File: config.mk
export PLATFORM = sky130hd
export DESIGN_NAME = dco_freq_lock
export DESIGN_NICKNAME = d
export VERILOG_FILES = /design/src/rtl/adpll_pkg.sv /design/src/rtl/dco_edge_counter.sv /design/src/rtl/dco_freq_lock.sv
export SDC_FILE = /design/constraint.sdc
export NUM_CORES = 1
export LEC_CHECK = 0
export ABC_CLOCK_PERIOD_IN_PS = 4960
export CELL_PAD_IN_SITES_DETAIL_PLACEMENT = 0
export CELL_PAD_IN_SITES_GLOBAL_PLACEMENT = 1
export CORE_UTILIZATION = 30
export CTS_BUF_LIST = sky130_fd_sc_hd__clkbuf_4
export DETAILED_ROUTE_END_ITERATION = 10
export PLACE_DENSITY_LB_ADDON = 0.1
export SLEW_MARGIN = 20
export SYNTH_ARGS = -nofsm -noshare
export SYNTH_HDL_FRONTEND = slang
export SYNTH_SLANG_ARGS = --single-unit
File: constraint.sdc
create_clock -name clk -period 4.96 [get_ports clk]
set_clock_uncertainty 0.05 [all_clocks]
set_input_delay 0.496 -clock clk [delete_from_list [all_inputs] [get_ports clk]]
set_output_delay 0.496 -clock clk [all_outputs]
set_load 0.02 [all_outputs]
File: src/rtl/adpll_pkg.sv
// Shared types and default widths for the ADPLL frequency-acquisition slice.
//   seq_state_t : sequencer states of dco_freq_lock
//   phase_t     : search phase (coarse SAR, fine SAR, +/-1 tracking)
package adpll_pkg;

  localparam int unsigned CTW_W_DEF = 8;
  localparam int unsigned FTW_W_DEF = 8;
  localparam int unsigned CNT_W_DEF = 16;

  typedef enum logic [1:0] {
    IDLE    = 2'd0,
    SETTLE  = 2'd1,
    MEASURE = 2'd2,
    DECIDE  = 2'd3
  } seq_state_t;

  typedef enum logic [1:0] {
    COARSE = 2'd0,
    FINE   = 2'd1,
    TRACK  = 2'd2
  } phase_t;

endpackage

File: src/rtl/dco_edge_counter.sv
// Counts rising edges of the asynchronous DCO output over a fixed window.
// Ports:
//   clk, rst      : reference clock, synchronous active-high reset
//   start_window  : strobe, begins a new WIN_CYC-cycle window (count cleared)
//   abort         : stops a running window without reporting it
//   dco_clk_in    : DCO output, asynchronous to clk
//   meas_cnt      : count of the last completed window (saturating)
//   meas_valid    : one-cycle pulse when meas_cnt updates
module dco_edge_counter
  import adpll_pkg::*;
#(
  parameter int unsigned CNT_W   = CNT_W_DEF,
  parameter int unsigned WIN_CYC = 256
) (
  input  logic             clk,
  input  logic             rst,
  input  logic             start_window,
  input  logic             abort,
  input  logic             dco_clk_in,
  output logic [CNT_W-1:0] meas_cnt,
  output logic             meas_valid
);

  localparam int unsigned TMR_W = (WIN_CYC > 1) ? $clog2(WIN_CYC) : 1;

  logic             r_s1, r_s2, r_s3;
  logic             r_run;
  logic [TMR_W-1:0] r_tmr;
  logic [CNT_W-1:0] r_cnt;
  logic [CNT_W-1:0] r_meas;
  logic             r_valid;

  logic             w_rise;
  logic [CNT_W-1:0] w_cnt_next;

  always_comb begin
    w_rise     = r_s2 & ~r_s3;
    w_cnt_next = r_cnt;
    if (w_rise && (r_cnt != '1)) w_cnt_next = r_cnt + 1'b1;
  end

  always_ff @(posedge clk) begin
    if (rst) begin
      r_s1    <= 1'b0;
      r_s2    <= 1'b0;
      r_s3    <= 1'b0;
      r_run   <= 1'b0;
      r_tmr   <= '0;
      r_cnt   <= '0;
      r_meas  <= '0;
      r_valid <= 1'b0;
    end else begin
      r_s1    <= dco_clk_in;
      r_s2    <= r_s1;
      r_s3    <= r_s2;
      r_valid <= 1'b0;
      if (abort) begin
        r_run <= 1'b0;
      end else if (start_window) begin
        r_run <= 1'b1;
        r_tmr <= '0;
        r_cnt <= '0;
      end else if (r_run) begin
        r_cnt <= w_cnt_next;
        // an edge seen on the last window cycle still belongs to this window
        if (r_tmr == TMR_W'(WIN_CYC - 1)) begin
          r_run   <= 1'b0;
          r_meas  <= w_cnt_next;
          r_valid <= 1'b1;
        end else begin
          r_tmr <= r_tmr + 1'b1;
        end
      end
    end
  end

  assign meas_cnt   = r_meas;
  assign meas_valid = r_valid;

endmodule

File: src/rtl/dco_freq_lock.sv
// Frequency-acquisition controller driving the DCO tuning words.
// Coarse SAR on CTW, fine SAR on FTW, then +/-1 FTW tracking with lock detect.
// Ports:
//   clk, rst     : reference clock (> 2x f_dco), synchronous active-high reset
//   start        : pulse, (re)starts acquisition from any state
//   target_cnt   : wanted DCO rising edges per window
//   dco_clk_in   : DCO output, asynchronous
//   CTW, FTW     : coarse / fine tuning words (larger = faster)
//   enable       : DCO enable, set by start, cleared only by rst
//   busy         : acquisition/tracking active
//   locked       : frequency lock indicator
//   meas_cnt     : last completed window count
//   meas_valid   : one-cycle pulse when meas_cnt updates
module dco_freq_lock
  import adpll_pkg::*;
#(
  parameter int unsigned CTW_W        = CTW_W_DEF,
  parameter int unsigned FTW_W        = FTW_W_DEF,
  parameter int unsigned CNT_W        = CNT_W_DEF,
  parameter int unsigned WIN_CYC      = 256,
  parameter int unsigned SETTLE_CYC   = 16,
  parameter int unsigned LOCK_TOL     = 1,
  parameter int unsigned LOCK_WINDOWS = 4
) (
  input  logic             clk,
  input  logic             rst,
  input  logic             start,
  input  logic [CNT_W-1:0] target_cnt,
  input  logic             dco_clk_in,
  output logic [CTW_W-1:0] CTW,
  output logic [FTW_W-1:0] FTW,
  output logic             enable,
  output logic             busy,
  output logic             locked,
  output logic [CNT_W-1:0] meas_cnt,
  output logic             meas_valid
);

  localparam int unsigned WMAX   = (CTW_W > FTW_W) ? CTW_W : FTW_W;
  localparam int unsigned BIDX_W = (WMAX > 1) ? $clog2(WMAX) : 1;
  localparam int unsigned SET_W  = (SETTLE_CYC > 1) ? $clog2(SETTLE_CYC) : 1;
  localparam int unsigned RUN_W  = $clog2(LOCK_WINDOWS + 1);

  localparam logic [CTW_W-1:0]      CTW_MID = {1'b1, {(CTW_W-1){1'b0}}};
  localparam logic [FTW_W-1:0]      FTW_MID = {1'b1, {(FTW_W-1){1'b0}}};
  localparam logic signed [CNT_W:0] TOL_P   = (CNT_W+1)'(LOCK_TOL);
  localparam logic signed [CNT_W:0] TOL_N   = -TOL_P;

  seq_state_t        r_state;
  phase_t            r_phase;
  logic [BIDX_W-1:0] r_bidx;
  logic [CTW_W-1:0]  r_ctw;
  logic [FTW_W-1:0]  r_ftw;
  logic              r_en;
  logic              r_busy;
  logic              r_locked;
  logic [SET_W-1:0]  r_settle;
  logic [RUN_W-1:0]  r_run;

  logic [CNT_W-1:0]  w_meas_cnt;
  logic              w_meas_valid;
  logic signed [CNT_W:0] w_err;
  logic              w_decide;
  logic              w_gt;
  logic              w_hi;
  logic              w_lo;
  logic              w_rail;
  logic              w_restart;
  logic              w_start_win;
  logic [RUN_W-1:0]  w_run_next;
  logic [BIDX_W-1:0] w_bidx_m1;

  always_comb begin
    w_decide    = (r_state == DECIDE);
    w_err       = $signed({1'b0, w_meas_cnt}) - $signed({1'b0, target_cnt});
    w_gt        = (w_meas_cnt > target_cnt);
    w_hi        = (w_err > TOL_P);
    w_lo        = (w_err < TOL_N);
    w_rail      = w_decide && (r_phase == TRACK) &&
                  ((w_hi && (r_ftw == '0)) || (w_lo && (r_ftw == '1)));
    // a TRACK step beyond either rail restarts acquisition exactly like start
    w_restart   = start || w_rail;
    w_start_win = !w_restart &&
                  (((r_state == SETTLE) && (r_settle == SET_W'(SETTLE_CYC - 1))) ||
                   (w_decide && (r_phase == TRACK) && !w_hi && !w_lo));
    w_run_next  = (r_run == '1) ? r_run : r_run + 1'b1;
    w_bidx_m1   = r_bidx - 1'b1;
  end

  always_ff @(posedge clk) begin
    if (rst) begin
      r_state  <= IDLE;
      r_phase  <= COARSE;
      r_bidx   <= BIDX_W'(CTW_W - 1);
      r_ctw    <= CTW_MID;
      r_ftw    <= FTW_MID;
      r_en     <= 1'b0;
      r_busy   <= 1'b0;
      r_locked <= 1'b0;
      r_settle <= '0;
      r_run    <= '0;
    end else if (w_restart) begin
      r_state  <= SETTLE;
      r_phase  <= COARSE;
      r_bidx   <= BIDX_W'(CTW_W - 1);
      r_ctw    <= CTW_MID;
      r_ftw    <= '0;
      r_en     <= 1'b1;
      r_busy   <= 1'b1;
      r_locked <= 1'b0;
      r_settle <= '0;
      r_run    <= '0;
    end else begin
      case (r_state)
        SETTLE: begin
          if (w_start_win) r_state <= MEASURE;
          else             r_settle <= r_settle + 1'b1;
        end
        MEASURE: begin
          if (w_meas_valid) r_state <= DECIDE;
        end
        DECIDE: begin
          r_settle <= '0;
          case (r_phase)
            COARSE: begin
              r_state <= SETTLE;
              if (w_gt) r_ctw[r_bidx] <= 1'b0;
              if (r_bidx != '0) begin
                r_bidx           <= w_bidx_m1;
                r_ctw[w_bidx_m1] <= 1'b1;
              end else begin
                r_phase        <= FINE;
                r_bidx         <= BIDX_W'(FTW_W - 1);
                r_ftw[FTW_W-1] <= 1'b1;
              end
            end
            FINE: begin
              r_state <= SETTLE;
              if (w_gt) r_ftw[r_bidx] <= 1'b0;
              if (r_bidx != '0) begin
                r_bidx           <= w_bidx_m1;
                r_ftw[w_bidx_m1] <= 1'b1;
              end else begin
                r_phase <= TRACK;
              end
            end
            default: begin
              // rails are already diverted to w_restart
              if (w_hi || w_lo) begin
                r_state  <= SETTLE;
                r_ftw    <= w_hi ? r_ftw - 1'b1 : r_ftw + 1'b1;
                r_run    <= '0;
                r_locked <= 1'b0;
              end else begin
                r_state <= MEASURE;
                r_run   <= w_run_next;
                if (w_run_next >= RUN_W'(LOCK_WINDOWS)) r_locked <= 1'b1;
              end
            end
          endcase
        end
        default: ;
      endcase
    end
  end

  dco_edge_counter #(
    .CNT_W   (CNT_W),
    .WIN_CYC (WIN_CYC)
  ) u_counter (
    .clk          (clk),
    .rst          (rst),
    .start_window (w_start_win),
    .abort        (start),
    .dco_clk_in   (dco_clk_in),
    .meas_cnt     (w_meas_cnt),
    .meas_valid   (w_meas_valid)
  );

  assign CTW        = r_ctw;
  assign FTW        = r_ftw;
  assign enable     = r_en;
  assign busy       = r_busy;
  assign locked     = r_locked;
  assign meas_cnt   = w_meas_cnt;
  assign meas_valid = w_meas_valid;

endmodule

Word-level counts from Yosys, hierarchy flattened
Index checks and enable logic that the tools add are counted.
- bits in registers: 77
- output and inout port bits: 36
- add/sub/neg operators: 8
- order comparisons: 8
- eq/ne operators: 20
- muxes and demuxes: 51
- bitwise operators: 12
- reductions and logical operators: 47
- operators by type and width (operator ; count):
    $mux 8 ; 19
    $mux 16 ; 3
    $reduce_and 3->1 ; 7
    $gt 17x2->1 const B ; 1
    $lt 17x1->1 const B ; 1
    $sub 16x16->17 ; 1
    $add 16x1->16 const B ; 1
    $add 8x1->8 const B ; 2
    $and 8x8->8 ; 2
    $eq 8x8->1 const B ; 2
    $gt 16x16->1 ; 1
    $ne 16x16->1 const B ; 1
    $or 8x8->8 ; 2
    $pmux 7 s2 ; 1
    $mux 2 ; 6
    $mux 3 ; 4
    $reduce_bool 2->1 ; 6
    $logic_and 1x1->1 ; 11
    $mux 1 ; 10
    $logic_not 8->1 ; 1
    $lt 3x4->1 const B ; 2
    $ne 2x2->1 const B ; 4
    $not 8->8 ; 1
    $pmux 4 s2 ; 1
    30 further kinds ; 56

Logic depth before layout (Yosys ltp)
- depth after elaboration: 16
- depth in mapped cells: 17
- mapped depth without buffers: 17

By module
Synthesis repeated with hierarchy kept, for this count alone.
- cells, all modules: 725
- area, all modules: 5590.4 um2
- by module, submodules not included (module ; instances ; cells each ; area an instance (um2)):
    dco_freq_lock ; 1 ; 459 ; 3367.0
    dco_edge_counter ; 1 ; 266 ; 2223.4

Worst setup path after synthesis
OpenSTA, ideal clock, no wires.
- path type: reg-to-reg
- start point: register u_counter.r_meas[0], in the netlist u_counter.meas_cnt[0]
- end point: register r_ftw[4], in the netlist FTW[4]
- setup time: 0.117 ns
- arrival time: 3.671 ns
- required time: 4.793 ns
- slack: 1.121 ns
- stages on the path, launching flop included: 18
- path buffers: 0
- clock period less this slack: 3.839 ns
- path through: dfxtp_1 inv_1 ha_1 fa_1 nand2b_1 a21o_1 a21oi_1 xnor2_1 nand4_1 nor4_1 nor2_1 xor2_1 ha_1 nor4_1 nand3_1 o21ai_0 o21ai_0 a32o_1
- longest elaborated chain between the ends: 9
- RTL lines (element ; line ; RTL):
    start: declaration ; dco_edge_counter.sv:30 ; logic [CNT_W-1:0] r_meas;
    start signal: assignment ; dco_edge_counter.sv:68 ; r_meas <= w_cnt_next;
    parallel branches: the longest is 9 deep, another holds $sub 16x16->17 ; - ;
    end signal: assignment ; dco_freq_lock.sv:151 ; r_ftw <= w_hi ? r_ftw - 1'b1 : r_ftw + 1'b1;
    end: declaration ; dco_freq_lock.sv:53 ; logic [FTW_W-1:0] r_ftw;
Parallel ways; which one is timed is not known. The select of a mux whose other input is x is not followed.
A chain may end at the register's enable or synchronous reset.

Worst setup path in the final report
- start point: input target_cnt[12]
- end point: register r_ftw[4], in the netlist FTW[4]
- longest elaborated chain between the ends: 9
- RTL lines (element ; line ; RTL):
    start: declaration ; dco_freq_lock.sv:28 ; input logic [CNT_W-1:0] target_cnt,
    parallel branches: the longest is 9 deep, another holds $sub 16x16->17 ; - ;
Parallel ways; which one is timed is not known. The select of a mux whose other input is x is not followed.

==> reports/results.ini <==
[route]
wl_per_cell_microns = 15.90
via_count = 5235
drc = 0
via_per_inst = 5.293
wl_mm = 15.73
first_pass_iters = 5
ant_nets = 0
drt_iter0_markers = 317

[clock_tree]
cts_resized = 0
cts_buffers = 9
htree_levels = 3
clockRootBuffer = clkbuf_4
holdBufCountCts = 0
clock-sinks = 77
post_cts_buffers = 0
clkLatencyLatePin_ps = 460
path_clk_slew_ps = 140
clockBufferDepth = 2
cts_tree = built

[sta]
setup_viol = 0
relSlewSlack_pct = 36.90
fmax_mhz = 230.2
rsz0062_at_grt = false
period_needed_ps = 4344
slew_viol_final = 0
finalCritPeriodShare_pct = 87.59
fin_ws_ps = 615.6
worst_pin_slew_ps = 944.5
tns_ps = 0
hold_violations = 0

[yosys]
synthCells = 722
synth_edf_count = 0
synth_ff_type = dfxtp_1
synth_area_per_cell_sq_um = 7.592
yosys-mux-area-fraction_pct = 1.507
synth_top_family_by_area = simple AND/OR/NAND/NOR gates
synthXorXnorAreaFrac_pct = 7.190
ys_warn_count = 0
synthAdderAreaFrac_pct = 6.528
syn_area_sq_mm = 0.005482
synth-simple-area-share_pct = 29.97
ys_types = 72
synth_fp_nets = 770
synth_compound_area_share_pct = 20.95
ys_ff_latch = 77
ys_seq_area_share_pct = 28.12
async_reset_ff_share_pct = 0

[global_route]
antenna_found_initial = 1
grt_remaining_overflow = 0
grt_usage_pct = 17.31
grt_max_degree = 41
grt_pass1_wl_mm = 25.52
grt_pass1_vias = 4909

[placement]
place_ws_ps = 148.3
placed_area_sq_mm = 0.006178
dp_hpwl_mm = 11.94
port_buffers = 55
gp_congestion = 0.8374

[pwr]
pwr-share-comb_pct = 11.5
peakVddDrop_uv = 124.1
p_seq_share_pct = 52.0
finalPower_mw = 1.211
power.clock.fraction_pct = 36.4
swShare_pct = 26.55
pwr_density_cell_mw_per_mm2 = 191.2
internal-power_mw = 0.8896
p_leak_nw = 2.191
p_switching_mw = 0.3216

[worst_setup_path]
crit_type = input pin to flip-flop
cp-end-kind = flip-flop
cp.required_ps = 5280
arrival_ps = 4670
worst_setup_path_start_kind = input pin
cp_max_fo = 10

[worst_hold_path]
hold_path.class = flip-flop to flip-flop

[cells_and_area]
final_util_pct = 35.26
fin_nets = 802
area_growth_pct = 15.54
design_area_sq_mm = 0.006334
drive_above_1_share_pct = 5.402

[status]
run_status = finished clean

[die]
initial_core_util_pct = 30.51
die_y_microns = 137.2
die_x_microns = 137.2
io_pins = 56
rows = 49
die_area_sq_mm = 0.01882
core_sq_mm = 0.01796

[run]
cap_violations = 0

[path summary, 6_finish.rpt]
kind | from | end | slack [ps] | cells past startpoint
setup / recovery | target_cnt[12] | FTW[4] | 620 | 17
hold reg to reg | u_counter.r_s1 | u_counter.r_s2 | 410 | 1
setup reg to reg | u_counter.meas_cnt[0] | FTW[4] | 660 | 17
hold / removal | u_counter.r_s1 | u_counter.r_s2 | 410 | 1
[layer usage]
layer	track usage, %	part of all wire, %
met1	24.45	52
met2	26.60	43
met3	2.796	3.1
met4	5.678	1.2
met5	0	0
[cell families after synthesis]
kind of cell    Yosys count
buf+inv                  70
fa+ha+maj                28
flops                    77
compound gates          175
xor+xnor                 45
mux                       8
simple gates            319
[registers in the layout, indices dropped and copies added, names as in the netlist]
register / cells
u_counter.meas_cnt: 16
u_counter.r_cnt: 16
CTW: 8
FTW: 8
u_counter.r_tmr: 8
r_settle: 4
r_bidx: 3
r_run: 3
r_phase: 2
r_state: 2
busy: 1
locked: 1
u_counter.meas_valid: 1
u_counter.r_run: 1
u_counter.r_s1: 1
u_counter.r_s2: 1
u_counter.r_s3: 1
[worst max-delay path: stages]
cell and delay, ps:
clkdlybuf4s50_1 460, inv_1 40, ha_1 420, a21oi_1 280, o21ai_0 230, or3_1 350, o221a_2 300, o21ai_1 190
nor4_1 70, buf_4 140, nor2_1 400, xor2_1 200, ha_1 260, o21ai_0 190, o21ai_0 240, o21ai_0 110
a32o_1 290
[through the flow]
stage | hold WS, ps | instances
after floorplan | 363.8 | 722
after global placement | 390.3 | 972
after detailed placement | 388.5 | 972
after CTS | 410.8 | 988
after global routing | 418.5 | 989
final | 406.7 | 989
[cell usage in the layout (no fill, tap or decap), types with 15 or more instances in the layout]
master           instances
dfxtp_1                 77
nand2b_1                20
inv_1                   29
nor3_1                  22
ha_1                    27
or4_1                   18
a21oi_1                 51
nand3_1                 24
nand2_1                 72
xnor2_1                 21
clkdlybuf4s50_1         55
nand4_1                 15
xor2_1                  24
nor2_1                  78
o21ai_0                 41
[synthesized netlist by cell type, drive strengths merged, types with 17 or more instances]
| library cell | number | area [sq um] |
|---|---|---|
| inv | 29 | 108.9 |
| a21oi | 52 | 264.0 |
| or4 | 20 | 157.7 |
| xnor2 | 21 | 183.9 |
| nor3 | 24 | 130.1 |
| buf | 17 | 115.1 |
| xor2 | 24 | 210.2 |
| clkbuf | 24 | 90.09 |
| nand2b | 20 | 125.1 |
| dfxtp | 77 | 1541 |
| nand3 | 24 | 120.1 |
| o21ai | 49 | 245.2 |
| ha | 27 | 337.8 |
| nand2 | 72 | 270.3 |
| nor2 | 78 | 292.8 |
[power groups by stage]
stage / Sequential (mW) / Clock (mW) / Combinational, mW
after floorplan: 0.643 / 0 / 0.0959
after global placement: 0.644 / 0 / 0.138
after detailed placement: 0.644 / 0 / 0.139
after CTS: 0.630 / 0.467 / 0.140
after global routing: 0.631 / 0.486 / 0.155
final: 0.630 / 0.441 / 0.140
[layout make-up]
class                   instances  area (sq um)
fillers                      1954         11630
multi-input cells             575          3626
flip-flops and latches         77          1541
repair buffers                 62         615.6
well taps                     229         286.5
inverters                      29         108.9
clock inverters                 6         77.57
clock buffers                  10         75.07
diodes                          1         2.502
Power figures use the tool's default switching activity.
==> patch 1, RTL diff (config.mk and constraints unchanged) <==
Encoding of `seq_state_t`: now one-hot (4 bits for 4 states).
--- a/src/rtl/adpll_pkg.sv
+++ b/src/rtl/adpll_pkg.sv
@@ -7,11 +7,11 @@
   localparam int unsigned FTW_W_DEF = 8;
   localparam int unsigned CNT_W_DEF = 16;
 
-  typedef enum logic [1:0] {
-    IDLE    = 2'd0,
-    SETTLE  = 2'd1,
-    MEASURE = 2'd2,
-    DECIDE  = 2'd3
+  typedef enum logic [3:0] {
+    IDLE    = 4'b0001,
+    SETTLE  = 4'b0010,
+    MEASURE = 4'b0100,
+    DECIDE  = 4'b1000
   } seq_state_t;
 
   typedef enum logic [1:0] {
Formal check against the unedited RTL: same outputs for any inputs over 10 cycles, from zero or initial values and one cycle with rst high; not proved beyond that.
==> patch 1 against the original RTL <==
Non-clock buffer count rose by 1; synthesized cell count fell by 5.8%; synthesized area fell by 1.5%; setup slack improved by 0.30 ns; sequential cell count rose by 2; total power fell by 9.4%; cell area fell by 1.0%; routed wire length fell by 4.6%; highest routed layer unchanged.
==> patch 1: results (changes against the original RTL) <==
* Hold Startpoint: locked
* Worst Tran Pin Value at 0.794 ns (-0.151 ns)
* Global-route met2 utilization at 27.4% (+0.81 points)
* Syn nets at 724 (-6.0%)
* Max_cap viols at 0 (unchanged)
* Filler instances at 1865 (-4.6%)
* Reg-to-Reg End: u_counter.meas_cnt[15]
* Post-Place Cell Area at 6160 sq um (-0.34%)
* Leakage at 2.21 nW (+0.67%)
* Adder-cell share of the synthesized area at 5.70% (-0.83 points)
* Gr usage total at 17.0% (-0.32 points)
* Max VDD drop at 97.7 uV (-21%)
* Nets@finish at 771 (-3.9%)
* Max frequency at 247 MHz (+7.4%)
* WHS Path Cells at 2 (+1)
* Sw frac at 27.6% (+1.0 points)
* Slowest stage delay, CP at 0.57 ns (+0.11 ns)
* Seq/Total Area, Yosys at 29.3% (+1.2 points)
* Vias/cell at 5.14 (-2.9%)
* Dominant cells by area after synthesis: dfxtp_1 29%, nor2_1 5.4%, ha_1 5.3%, xnor2_1 4.5%, nand2_1 4.2%
* Distinct cells, synth at 78 (+8.3%)
* Clock transition at the registers of the reported paths at 0.12 ns (-0.02 ns)
* WHS at 0.400 ns (-0.00691 ns)
* Layout cells sized above 1 at 8.47% (+3.1 points)
* Critical Path Source: target_cnt[0]
* CP arrival at 4.33 ns (-0.34 ns)
* Finished Cell Area at 6270 sq um (-1.0%)
* Compound-cell area share of the yosys netlist at 23.9% (+3.0 points)
* Pre-CTS WS at 0.454 ns (+0.306 ns)
* Hold Path Sink: locked
* Clock network power share at 31.9% (-4.5 points)
* DR pass1 iterations at 6 (+1)
* M1 WL at 7530 microns (-8.5%)
* Cell-internal power at 0.794 mW (-11%)
* R2r setup slk at 0.93 ns (+0.27 ns)
* Iter 0 DRT Violations at 323 (+1.9%)
* Mux contribution to synthesized area at 1.69% (+0.18 points)
* Met2 wire length at 6890 microns (+1.0%)
* Met1 usage at 22.9% (-1.6 points)
* Post-synth top cells: 79 x dfxtp_1, 78 x nor2_1, 60 x nand2_1, 41 x a21oi_1, 39 x nand3_1
* Slowest cell on crit path: o41a_4
* DP Cell Count at 941 (-3.2%)
* Wirelength per Cell at 15.7 microns (-1.5%)
* Largest net degree at the start of global routing at 33 (-20%)
* HPWL after DPL at 11600 microns (-3.2%)
* Routed length on met3 at 369 microns (-25%)
* Reg2reg path depth at 15 (-2)
* GPL Wtd Cong at 0.770 (-8.0%)
* Synth Area in XOR/XNOR at 7.62% (+0.43 points)
* Status: finished clean
* Final std cells w/o fill at 958 (-3.1%)
* First-pass GRT wire length at 24500 microns (-4.1%)
* Cells after Synth at 680 (-5.8%)
* Yosys reg bits at 79 (+2.6%)
## patch 1: changes by cell type in the layout (fill, tap and decap cells not counted), moves of 10 or more
cell,delta
o21ai_0,-12
a21oi_1,-10
a211oi_2,+13
nand3_1,+15
or4_1,-16
nand2_1,-12
## patch 1: area by class of cell
type / count / area share, %
Inverter: 36 / 2.16
Multi-Input combinational cell: 538 / 56.6
Clock buffer: 11 / 1.32
Clock inverter: 5 / 0.399
Timing Repair Buffer: 63 / 9.74
Tap cell: 225 / 4.49
Sequential cell: 79 / 25.2
Antenna cell: 1 / 0.0399
## patch 1: logic make-up (layout without fill, tap and decap cells)
| family | Yosys count | count (layout) |
|---|---|---|
| AOI/OAI and AO/OA | 167 | 167 |
| xor gates and xnor gates | 47 | 47 |
| adders and majority gates | 24 | 24 |
| buffers and inverters | 63 | 115 |
| DFF | 79 | 79 |
| muxes | 9 | 9 |
| other | 0 | 1 |
| and+or+nand+nor | 291 | 291 |
==> patch 2, RTL diff (config.mk and constraints unchanged) <==
Made on the original files. Set the package constant `CNT_W_DEF` to 32 (it was 16).
--- a/src/rtl/adpll_pkg.sv
+++ b/src/rtl/adpll_pkg.sv
@@ -5,7 +5,7 @@
 
   localparam int unsigned CTW_W_DEF = 8;
   localparam int unsigned FTW_W_DEF = 8;
-  localparam int unsigned CNT_W_DEF = 16;
+  localparam int unsigned CNT_W_DEF = 32;
 
   typedef enum logic [1:0] {
     IDLE    = 2'd0,
Ports: changed (resized meas_cnt and target_cnt); port bits go from 56 to 88. The function was not compared with the original's and may differ.
==> patch 2 against the original RTL <==
Core utilization rose by 5.9 points; synthesized area rose by 49%; sequential power rose by 41%; largest power group unchanged; critical path type unchanged; critical path depth rose by 3; routed wire length rose by 72%; setup slack got worse by 0.41 ns; register-to-register slack got worse by 0.43 ns; sequential cell count rose by 32; largest cell class unchanged; cell area rose by 75%; total power rose by 30%; critical endpoint is now FTW[6].
==> patch 2: results (changes against the original RTL) <==
* Status: finished clean
* GPL Wtd Cong at 0.870 (+3.9%)
* Syn avg cell area at 7.70 sq um (+1.5%)
* DR vias at 8544 (+63%)
* CP max FO at 4 (-6)
* Antenna diodes at 1 (unchanged)
* Fraction of area in multi-input gates at 51.1% (-6.2 points)
* Dominant cells by area after synthesis: dfxtp_1 27%, ha_1 6.6%, a211oi_1 5.5%, nand2_1 5.4%, nor2_1 4.6%
* Yosys warnings at 0 (unchanged)
* Syn nets at 1142 (+48%)
* Seq/Total Area, Yosys at 26.7% (-1.5 points)
* GR Overflow Total at 0 (unchanged)
* Vias/cell at 5.15 (-2.7%)
* Clock Path Buffers at 2 (unchanged)
* Non-clock buffers at 292 (+370%)
* DP Cell Count at 1637 (+68%)
* Distinct cells, synth at 80 (+11%)
* Max VDD drop at 92.9 uV (-25%)
* Non-clock buffer share of cell area at 22.3% (+13 points)
* Slowest cell on crit path: clkdlybuf4s50_1
* Hold WC Path Type: reg -> reg
* DR pass1 iterations at 5 (unchanged)
* Delay-heaviest family, CP: simple AND/OR/NAND/NOR gates
* Filler instances at 2845 (+46%)
* Gr usage total at 19.5% (+2.2 points)
* Iter 0 DRT Violations at 341 (+7.6%)
* Chip Width at 167 microns (+22%)
* Register area at 2180 sq um (+42%)
* Largest net degree at the start of global routing at 45 (+9.8%)
* Num CTS Buffers at 9 (unchanged)
* # clk buffers at 9 (-1)
* Finished Cell Area at 11100 sq um (+75%)
* HPWL after DPL at 21900 microns (+83%)
* Multi-input gates at 843 (+47%)
* Nets@finish at 1393 (+74%)
* Vias in the first global route at 8203 (+67%)
* CP arrival at 5.13 ns (+0.46 ns)
* Pre-CTS WS at -0.506 ns (-0.654 ns)
* Invs w/o clock at 58 (+100%)
* IO buf count at 87 (+58%)
* Slowest stage delay, CP at 0.46 ns (about the same)
* Clk Latency, worst-skew pair at 0.51 ns (+0.05 ns)
* Leakage at 4.38 nW (+100%)
* H-tree depth at 3 (unchanged)
* Wirelength per Cell at 16.3 microns (+2.7%)
* Layout cells sized above 1 at 21.3% (+16 points)
* FFs & Latches at 109 (+42%)
* FFs w/ async S/R, synth at 0% (unchanged)
* Post-synth top cells: 118 x nand2_1, 109 x dfxtp_1, 101 x nor2_1, 60 x a211oi_1, 57 x inv_1
* First-pass GRT wire length at 43900 microns (+72%)
* Clk tree area frac at 1.06% (-1.3 points)
* Worst Tran Pin Value at 0.901 ns (-0.0433 ns)
* Clock transition at the registers of the reported paths at 0.17 ns (+0.03 ns)
* Initial antenna violation count at 1 (unchanged)
* Root Buffer: clkbuf_4
* Sw frac at 29.3% (+2.8 points)
## patch 2: cell types whose count changed in the layout (fill, tap and decap cells not counted), sizes merged, moves of 13 or more
| cell | delta |
|---|---|
| a311oi | +13 |
| dfxtp | +32 |
| inv | +29 |
| clkdlybuf4s50 | +31 |
| or4 | -13 |
| and3 | +19 |
| buf | +199 |
| ha | +16 |
| o211ai | +13 |
| xnor2 | +13 |
| nor2 | +23 |
| nand2 | +46 |
| a211oi | +56 |
## patch 2: per-layer routing
layer / GRT usage, % / up-vias / routed length (microns) / share of wire, %
met5: 0 / - / 0 / 0
met4: 5.66 / 0 / 462 / 1.7
met3: 1.47 / 32 / 656 / 2.4
met2: 33.3 / 121 / 12600 / 47
met1: 26.3 / 3938 / 13400 / 49
li1: - / 4453 / - / -
## patch 2: final timing paths
check | from | endpoint | slack, ns | depth (start not counted)
max | target_cnt[0] | FTW[6] | 0.20 | 20
min | u_counter.r_s1 | u_counter.r_s2 | 0.41 | 1
max reg2reg | u_counter.meas_cnt[0] | FTW[6] | 0.23 | 20
min reg2reg | u_counter.r_s1 | u_counter.r_s2 | 0.41 | 1
## patch 2: power groups by stage
stage,Sequential (mW),Clock (mW),Combinational [mW]
CTS,0.886,0.455,0.254
detailed placement,0.904,0,0.253
finish,0.886,0.434,0.257
floorplan,0.905,0,0.128
global placement,0.904,0,0.253
global route,0.888,0.486,0.283
## patch 2: cell families after synthesis
family,Yosys count,synth area share [%]
AO/OA/AOI/OAI,314,27.8
XOR/XNOR,53,5.67
adder cells (fa/ha/maj),44,6.82
buffers and inverters,110,5.72
flip-flops,109,26.7
multiplexers,15,1.93
AND/OR/NAND/NOR,417,25.3
## patch 2: what timing repair did
action | CTS | global route
hold buffers | 0 | 0
resized for setup | 0 | 27
endpoints found under the setup margin | 0 | 1
setup buffers | 0 | 6
